==> config.mk <==
export PLATFORM = sky130hd
export DESIGN_NAME = ft_host_cmd_packer
export DESIGN_NICKNAME = d
export VERILOG_FILES = /design/src/rtl/ft_host_pkg.sv /design/src/rtl/ft_host_cmd_packer.sv
export SDC_FILE = /design/constraint.sdc
export NUM_CORES = 1
export LEC_CHECK = 0
export BUFFER_PORTS_ARGS = -buffer_cell sky130_fd_sc_hd__buf_4
export CAP_MARGIN = 20
export CORE_ASPECT_RATIO = 0.6
export CORE_UTILIZATION = 48
export DETAILED_ROUTE_END_ITERATION = 10
export GPL_ROUTABILITY_DRIVEN = 0
export PLACE_DENSITY = 0.76
export SETUP_SLACK_MARGIN = 0.3
export SLEW_MARGIN = 20
export SYNTH_ARGS = -nofsm -noshare
export SYNTH_HDL_FRONTEND = slang
export SYNTH_SLANG_ARGS = --single-unit
==> constraint.sdc <==
create_clock -name clk -period 2.8 [get_ports clk]
set_clock_uncertainty 0.2 [all_clocks]
set_input_delay 0.14 -clock clk [delete_from_list [all_inputs] [get_ports clk]]
set_output_delay 0.14 -clock clk [all_outputs]
set_load 0.01 [all_outputs]
==> src/rtl/ft_host_pkg.sv <==
// Shared definitions for the FT245 host command packetizer: command
// nibbles, FSM state encoding and header word layout.
package ft_host_pkg;

  localparam logic [3:0] CMD_PING  = 4'h0;
  localparam logic [3:0] CMD_WRITE = 4'h1;
  localparam logic [3:0] CMD_READ  = 4'h2;

  // Header word layout: [31:24] command byte, [23:0] word count.
  localparam int HDR_CMD_MSB = 31;
  localparam int HDR_CMD_LSB = 24;
  localparam int HDR_CNT_MSB = 23;
  localparam int HDR_CNT_LSB = 0;

  typedef enum logic [1:0] {
    ST_IDLE    = 2'd0,
    ST_HEADER  = 2'd1,
    ST_ADDRESS = 2'd2,
    ST_DATA    = 2'd3
  } state_t;

  // Only ping, write and read produce a packet; every other nibble is rejected.
  function automatic logic cmd_known(input logic [3:0] nibble);
    return (nibble == CMD_PING) || (nibble == CMD_WRITE) || (nibble == CMD_READ);
  endfunction

  function automatic logic [31:0] make_header(input logic [7:0] command,
                                              input logic [23:0] count);
    logic [31:0] hdr;
    hdr = '0;
    hdr[HDR_CMD_MSB:HDR_CMD_LSB] = command;
    hdr[HDR_CNT_MSB:HDR_CNT_LSB] = count;
    return hdr;
  endfunction

endpackage

==> src/rtl/ft_host_cmd_packer.sv <==
// Serializes one command descriptor (plus optional write data) into the
// header / address / data word stream consumed by the device-side parser.
//
// state      | meaning
// -----------+-----------------------------------------------------------
// ST_IDLE    | ready for a descriptor; unknown nibbles rejected here
// ST_HEADER  | presenting {command, count}; ping sends a zero count
// ST_ADDRESS | presenting the latched address (read/write only)
// ST_DATA    | passing write data through until remaining reaches zero
module ft_host_cmd_packer
  import ft_host_pkg::*;
(
  input  logic        clk,
  input  logic        rst,
  input  logic        cmd_valid,
  output logic        cmd_ready,
  input  logic [7:0]  cmd_command,
  input  logic [31:0] cmd_address,
  input  logic [23:0] cmd_data_count,
  input  logic        data_valid,
  output logic        data_ready,
  input  logic [31:0] data,
  input  logic        fifo_full,
  output logic        fifo_wr,
  output logic [31:0] fifo_data,
  output logic        pkt_done,
  output logic        cmd_error
);

  state_t      state;
  logic [7:0]  cmd_q;
  logic [31:0] addr_q;
  logic [23:0] count_q;
  logic [23:0] remaining;
  logic        is_ping;
  logic        is_write;
  logic        accept;

  assign is_ping   = (cmd_q[3:0] == CMD_PING);
  assign is_write  = (cmd_q[3:0] == CMD_WRITE);
  assign cmd_ready = (state == ST_IDLE);
  assign accept    = cmd_valid & cmd_ready;

  // Word mux and handshakes; the FIFO never sees a strobe while it is full.
  always_comb begin
    fifo_wr    = 1'b0;
    fifo_data  = '0;
    data_ready = 1'b0;
    case (state)
      ST_HEADER: begin
        fifo_wr   = ~fifo_full;
        fifo_data = make_header(cmd_q, is_ping ? 24'h0 : count_q);
      end
      ST_ADDRESS: begin
        fifo_wr   = ~fifo_full;
        fifo_data = addr_q;
      end
      ST_DATA: begin
        data_ready = ~fifo_full;
        fifo_wr    = data_valid & ~fifo_full;
        fifo_data  = data;
      end
      default: begin
        fifo_wr = 1'b0;
      end
    endcase
  end

  // Packet sequencing, field latching and the one-cycle status pulses.
  always_ff @(posedge clk or posedge rst) begin
    if (rst) begin
      state     <= ST_IDLE;
      cmd_q     <= '0;
      addr_q    <= '0;
      count_q   <= '0;
      remaining <= '0;
      pkt_done  <= 1'b0;
      cmd_error <= 1'b0;
    end else begin
      pkt_done  <= 1'b0;
      cmd_error <= 1'b0;
      case (state)
        ST_IDLE: begin
          if (accept) begin
            cmd_q   <= cmd_command;
            addr_q  <= cmd_address;
            count_q <= cmd_data_count;
            if (cmd_known(cmd_command[3:0])) begin
              state <= ST_HEADER;
            end else begin
              cmd_error <= 1'b1;
            end
          end
        end
        ST_HEADER: begin
          if (fifo_wr) begin
            if (is_ping) begin
              state    <= ST_IDLE;
              pkt_done <= 1'b1;
            end else begin
              state <= ST_ADDRESS;
            end
          end
        end
        ST_ADDRESS: begin
          if (fifo_wr) begin
            if (is_write && (count_q != 24'h0)) begin
              state     <= ST_DATA;
              remaining <= count_q;
            end else begin
              state    <= ST_IDLE;
              pkt_done <= 1'b1;
            end
          end
        end
        ST_DATA: begin
          // remaining is at least 1 here, so the decrement cannot wrap.
          if (fifo_wr) begin
            remaining <= remaining - 24'd1;
            if (remaining == 24'd1) begin
              state    <= ST_IDLE;
              pkt_done <= 1'b1;
            end
          end
        end
        default: begin
          state <= ST_IDLE;
        end
      endcase
    end
  end

endmodule

==> results of run 1 <==
## power by group
part           internal, mW  switching, mW  leakage (nW)
combinational         0.261          0.189          2.16
sequential             1.37         0.0522          1.21
clock                 0.710          0.515         0.138
total                  2.34          0.756          3.51
## registers in the layout, indices dropped and copies added (netlist names)
signal and count:
pkt_done 1, addr_q 32, count_q 24, cmd_q 8
cmd_error 1, state 2, remaining 24
## metrics by stage
step / instance area (um2) / setup slack [ns] / power (mW)
after floorplan: 5000 / 0.353 / 1.59
after global placement: 6250 / 0.362 / 1.79
after detailed placement: 6250 / 0.287 / 1.80
after CTS: 7230 / 0.226 / 3.08
after global routing: 7370 / 0.215 / 3.20
final: 7370 / 0.276 / 3.09
## layout by cell type, fill, tap and decap left out, types with 3 or more instances in the layout
cell type	n
a211oi_1	5
a21oi_1	18
a221oi_1	3
a222oi_1	32
buf_4	171
clkbuf_16	9
clkinvlp_4	5
dfrtp_1	91
dlygate4sd3_1	65
ha_1	4
ha_2	3
inv_1	20
mux2_2	64
mux2i_1	3
nand2_1	11
nand3_1	10
nand4_1	8
nor2_1	52
nor3_1	11
nor4_1	14
o211ai_1	3
o21a_1	3
o21ai_0	13
o221a_2	3
o221ai_1	6
o22ai_1	9
o32a_1	3
o32ai_1	4
or3_1	3
or3_4	3
or4_1	4
or4_4	3
## worst reg2reg max path: cells and delay by family, from the launching register on
family	cells	cell delay [ns]
AO/OA/AOI/OAI	2	0.12
AND/OR/NAND/NOR	3	1.09
flip-flops	1	0.39
buffers and inverters	2	0.27
adder cells (fa/ha/maj)	1	0.30
## cell families after synthesis
kind of cell | after synthesis | share of synthesized area
AND/OR/NAND/NOR | 131 | 0.133
buffers and inverters | 62 | 0.0471
flip-flops | 92 | 0.461
multiplexers | 67 | 0.150
adder cells (fa/ha/maj) | 7 | 0.0175
AO/OA/AOI/OAI | 121 | 0.191
## metal layers
metal,global-route usage,vias up,wire [um]
li1,-,2290,-
met1,0.422,2585,7170
met2,0.509,337,8150
met3,0.0843,37,1680
met4,0.108,0,260
met5,0,-,0
## how the worst min path moves through the flow
| stage | endpoint | cells after the start | from | slack, ns |
|---|---|---|---|---|
| after CTS | cmd_error | 4 | cmd_valid | 0.1 |
| after global routing | pkt_done | 4 | fifo_full | 0.09 |
| after detailed placement | remaining[4] | 2 | rst | 0.1 |
| final | pkt_done | 4 | fifo_full | 0.09 |
| after floorplan | cmd_error | 2 | cmd_command[3] | 0.08 |
| after global placement | remaining[4] | 2 | rst | 0.08 |
## cell type report
class / count / share of cell area
clock inverter: 4 / 0.00679
clock buffer: 11 / 0.0329
tap: 135 / 0.0229
inverter: 23 / 0.0132
timing repair buffer: 240 / 0.271
sequential: 92 / 0.313
multi-input combinational: 326 / 0.340
## what timing repair did
action / CTS / global route
gates resized for setup: 7 / 11
setup buffers: 0 / 14
hold buffers: 65 / 0
pin swaps: 1 / 5
hold endpoints to repair: 93 / 0
setup endpoints to repair: 25 / 46
==> results.txt, run 1 <==
The total via count after detailed routing came out at ~5,200. The number of H-tree levels came out at 3. The number of DRC violations after detailed-routing iteration 0 came out at 750. The critical path's slowest cell is dfrtp_1. The later pin in the worst-skew pair is clocked with a latency of about 0.35 ns. The HPWL reported at the end of detailed placement is roughly 11 mm. STA classifies the critical path endpoint as a primary output. Registers take between 2000 and 2500 um2. The fraction of the core area covered by cells at the end of the flow came out at 0.738. The die is between 100 and 150 um wide. Among all cell types in the netlist, the one instantiated most often is dfrtp_1. For the pin with the worst max-slew slack, the measured transition is roughly 0.72 ns.

The hold violation total from the final report is 0. The number of warnings issued by yosys is 0. For this design the ratio of total power to cell area is between 400 and 500 nW/um2. Across every metal layer, demand over resource in global routing totals 0.318. The initial utilization of the core area, before any placement, comes to 0.500. The number of endpoints failing setup at the final stage came out at 0.

The layout net count came out at 800. The timing startpoint of the critical path is cmd_q[2]. The detail-routed via count per cell is about 6.3.

The register-to-register path setup slack is about 0.3 ns. The maximum clock frequency is between 300 and 400 MHz. The number of sinks driven by the clock tree is 92. The combined buffer and inverter count along the critical path is 2.

The stage delay of the slowest cell on the critical path came out at 0.42 ns. The first-pass GRT wire length came out at 26.3 mm. The worst hold-check slack is between 0.09 and 0.1 ns.

The path category of the worst min-delay check is in2reg. The CTS tree is done. The share of Yosys cell area claimed by the top area cell type came out at 0.461. The share of cells above drive strength 1 is 0.402.

The run finished with clean final reports. After detailed routing, the number of remaining DRC violations is 0. Counting buffers and inverters, the worst setup path is 6 cells deep. By count the netlist is led by dfrtp_1, mux2_2, nor2_1, clkbuf_1, a222oi_1.

The filler cells instantiated in the layout total ~660. The first-pass iteration count of the detailed router came out at 7. Dividing the final minimum period by the clock period gives 0.902. The synthesized cell area came out at roughly 5000 um2. The remaining global-route overflow is 0.

The number of nets handed over by synthesis was roughly 600. The die is ~81 um tall. The number of storage elements in the synthesis netlist is 92.

The number of antenna violations at the first check in global routing came out at 0. The number of buffers on the longest clock path came out at 2. The largest voltage drop on the vdd net is ~0.37 mV. The cell family contributing the most delay on the critical path is compound AO/OA/AOI/OAI gates. Max-cap violations in this run came to 0. The overall die area came out at between 10,000 and 15,000 um2. Of all nets on the critical path, the largest fanout is 18. The startpoint of the worst register-to-register path is state[0]. The placeable core region is 9980 um2. The count of flip-flops with a built-in enable after synthesis is 0.

The final routed wirelength across all metal layers came out at approximately 17 mm. Headroom to the max-slew limit came out at 0.519. Walking the worst path, the cells encountered are or3_4 > o21a_4 > buf_12 > a222oi_1 > nor2_1 > buf_4. The number of input and output port buffers inserted is between 100 and 150. The clock edge transition at the registers on the reported setup and hold paths is about 0.060 ns. The largest net degree at the start of global routing came out at between 40 and 50.

The final standard cell count with taps included and fillers excluded is 831. The logic depth of the worst register-to-register path came out at 8. The share of the Yosys chip area taken by registers is 0.461. For this run, asynchronously set or reset flops after synthesis account for 1.00. For the finished layout, the period the worst path requires is between 2 and 3 ns. Setup repair after global routing could not meet its margin everywhere.

A synthesized cell averages roughly 10 um2. The max-slew violation count is 0. The antenna diode count came out at 0.

The setup TNS is 0 ns. The number of top-level pins came out at 138. The end point of the critical path is fifo_data[4]. The CTS buffer count came out at 9. The area growth from synthesis to layout came out at 47.6%. Among all flip-flop cells after synthesis, the most frequent one is dfrtp_1. The worst setup path is launched from a flip-flop. The worst register-to-register path ends at remaining[22]. The data arrival time of the worst path is 2.18 ns. In this run, placement finished with an instance count of between 700 and 800.

The count of unique library cells instantiated by Yosys came out at between 40 and 50. The tree is rooted in a clkbuf_16. The category of the most critical setup path is reg2out.

The post-synthesis instance total is 480. The biggest area contributor in the post-synthesis netlist is dfrtp_1. The floorplan has 28 rows. In this run the remaining antenna-violating nets after routing total 0. The analysis attributes to cell leakage a power of ~3.5 nW. After synthesis, the cell types taking the most area are dfrtp_1, mux2_2, a222oi_1. The required time reported for the critical path endpoint is ~2.5 ns. The number of global-route vias before repair is around 5,000.

The average detailed-routed wire length per instance came out at around 21 um. The area taken by multi-input logic gates came out at between 2000 and 3000 um2.
(Power assumes the default switching activity.)
==> inputs of run 2 (changes only) <==
Settings changed: BUFFER_PORTS_ARGS -buffer_cell sky130_fd_sc_hd__buf_4 to not set, CORE_UTILIZATION 48 to 58, DONT_BUFFER_PORTS set to 1, PLACE_DENSITY 0.76 to 0.75.
==> run 2 against run 1 <==
Highest routed layer unchanged; utilization increased by 4.1 points; hold slack got worse by 0.064 ns; wire length fell by 7.3%; clock-buffer cell count unchanged; critical endpoint is now state[1]; critical path depth fell by 1; non-clock buffer count is 140 lower; sequential cell count is the same; first-iteration DRC count decreased by 3.1%; cell area fell by 14%; global-route usage up 4.0 points; critical path type is now reg2reg.
==> results.txt, run 2 (synthesized netlist as in run 1, its figures left out) <==
During placement, the flow inserted port buffers numbering 0. The core region is roughly 8000 um2. The overall power of the completed layout is 2.86 mW.

The hold violation total from the final report is 0. The number of H-tree levels is 3. The share of cells above drive strength 1 came out at 0.246. The top cell types in the final layout, fill and taps aside, are dfrtp_1, dlygate4sd3_1, mux2_2. The max-slew violation count is 0. The worst setup path is of the reg2reg kind.

Timing would allow up to roughly 390 MHz. The number of max-cap violations is 0. The number of sinks driven by the clock tree is slightly above 90. The number of placed instances, taps included, is about 570. The leakage power of the design is between 2 and 3 nW. The floorplan row count came out at 25. The clock insertion delay at the later pin of the skew report came out at between 0.3 and 0.4 ns. The overall die area came out at 8990 um2. The actual slew at the worst max-slew pin came out at around 0.68 ns. The endpoint type of the worst setup path is a flip-flop.

Of all nets on the critical path, the largest fanout is 4. The final standard cell count with taps included and fillers excluded came out at approximately 670. The final routed wirelength across all metal layers came out at between 15 and 20 mm. The flip-flop count of the largest register, all copies and words added came out at 32. The worst setup path is launched from a flip-flop. The number of buffers on the longest clock path is 2. The first routing iteration left about 730 violations. The number of antenna violations at the first check in global routing was 1.

The initial utilization of the core area, before any placement, comes to 0.616. The startpoint identified for the worst hold timing path is cmd_valid. The number of fill cells is between 400 and 500. The detail route stage leaves a number of antenna-violating nets equal to 0. The relative slew slack is 0.543. The critical path starts at remaining[14].

The first detailed-routing pass took 7 iterations. The total global-route track usage came out at 0.358. Clock tree synthesis selected as its root buffer the cell clkbuf_16. The y dimension of the die is 73.9 um.

The HPWL reported at the end of detailed placement came out at around 9.9 mm. The register-to-register path setup slack came out at roughly 0.27 ns. Walking the worst path, the cells encountered are or4_4 > nand4b_1 > nor4_1 > o22ai_1 > mux2i_1. The area growth from synthesis to layout came out at 26.4%. The run finished with clean final reports.

The remaining global-route overflow is 0. The tightest min-delay check is of the in2reg type. The post-route DRC violation count is 0.

In this run the critical register-to-register path is launched from remaining[14]. The number of global-route vias before repair is approximately 4,600. The layout net count came out at 660. The number of endpoints failing setup at the final stage came out at 0. The largest registers in the layout are addr_q x32, count_q x24, remaining x24. For this design, the slowest cell found on the critical path is nor4_1. Across all layers, the routed design uses 4,749 vias. The data arrival time of the worst path came out at 2.56 ns. The ratio of final minimum period to clock period came out at 0.905. TritonCTS built the clock tree. The number of top-level pins is between 100 and 150.

The clock period minus final worst setup slack came out at between 2 and 3 ns. The stage delay of the slowest cell on the critical path is 0.56 ns. Entering global routing, the biggest net connects between 60 and 70 pins.

Counting flops per register, the top entry is addr_q. The die outline width came out at around 120 um. The most common cell after layout, fill and taps aside is dfrtp_1. The setup TNS came out at 0 ns. The first global-routing pass estimated 24.1 mm of wire.

The CTS buffer count is 9. IR analysis of the VDD net gives a maximum drop of about 0.38 mV. Clock-pin slew was measured on the worst setup and hold paths at roughly 0.06 ns.

Setup repair after global routing could not meet its margin everywhere. At the worst endpoint, the required time is approximately 2.8 ns. The average detailed-routed wire length per instance came out at approximately 24 um. The power density over cell area came out at around 450 nW/um2. The detail-routed via count per cell is a little over 7.
## run 2: cell count changes in the layout (fill, tap and decap cells not counted), moves of 2 or more
cell | before | now
clkinvlp_4 | 5 | 2
inv_2 | 0 | 2
buf_6 | 2 | 5
buf_4 | 171 | 23
dlygate4sd3_1 | 65 | 67
buf_12 | 2 | 4
## run 2: final cells by class
cell class / count / area [um2] / share of cell area
inverter: 23 / 90.1 / 0.0143
tap: 108 / 135 / 0.0214
multi-input combinational: 326 / 2520 / 0.400
antenna: 1 / 2.50 / 0.000397
clock inverter: 4 / 26.3 / 0.00417
timing repair buffer: 100 / 985 / 0.156
sequential: 92 / 2300 / 0.365
clock buffer: 11 / 243 / 0.0385
## run 2: path summary, 6_finish.rpt
path                                      end  cells past startpoint
worst max-delay path                 state[1]                      5
worst min-delay path                cmd_error                      3
worst max register to register       state[1]                      5
worst min register to register  remaining[18]                      1
max in group asynchronous          count_q[1]                      3
min in group asynchronous         count_q[10]                      2
## run 2: critical path: cells and delay by family, from the launching register on
family	cells	cell delay (ns)
simple gates	3	1.41
mux	1	0.17
compound gates	1	0.23
flops	1	0.40
## run 2: routing by layer
metal / share of wire / vias up / track usage / wire length [um]
met5: 0 / - / 0 / 0
met4: 0.024 / 0 / 0.119 / 391
met3: 0.10 / 54 / 0.0978 / 1680
met2: 0.49 / 360 / 0.598 / 7760
met1: 0.39 / 2330 / 0.453 / 6170
li1: - / 2005 / - / -
## run 2: repair_timing
action,4_1_cts,5_1_grt
gates resized for setup,10,15
buffers inserted,2,7
hold endpoints to repair,94,0
setup endpoints to repair,30,39
hold buffers,67,0
pin swaps,2,10
gates cloned,1,0
## run 2: report_power, final
part	total, mW	internal, mW	switching (mW)	leakage (nW)
Combinational	0.307	0.145	0.162	1.51
Clock	1.14	0.620	0.518	0.131
Sequential	1.42	1.37	0.0524	1.21
Total	2.86	2.13	0.733	2.85
## run 2: through the flow
stage / area, um2 / setup slack (ns) / hold slack, ns / utilization
after floorplan: 5000 / 0.353 / 0.0806 / -
after global placement: 5200 / 0.321 / -0.0612 / 0.642
after detailed placement: 5200 / 0.235 / -0.0603 / 0.642
after CTS: 6190 / 0.297 / 0.0328 / 0.764
after global routing: 6310 / 0.231 / 0.0674 / 0.779
final: 6310 / 0.266 / 0.0280 / 0.779
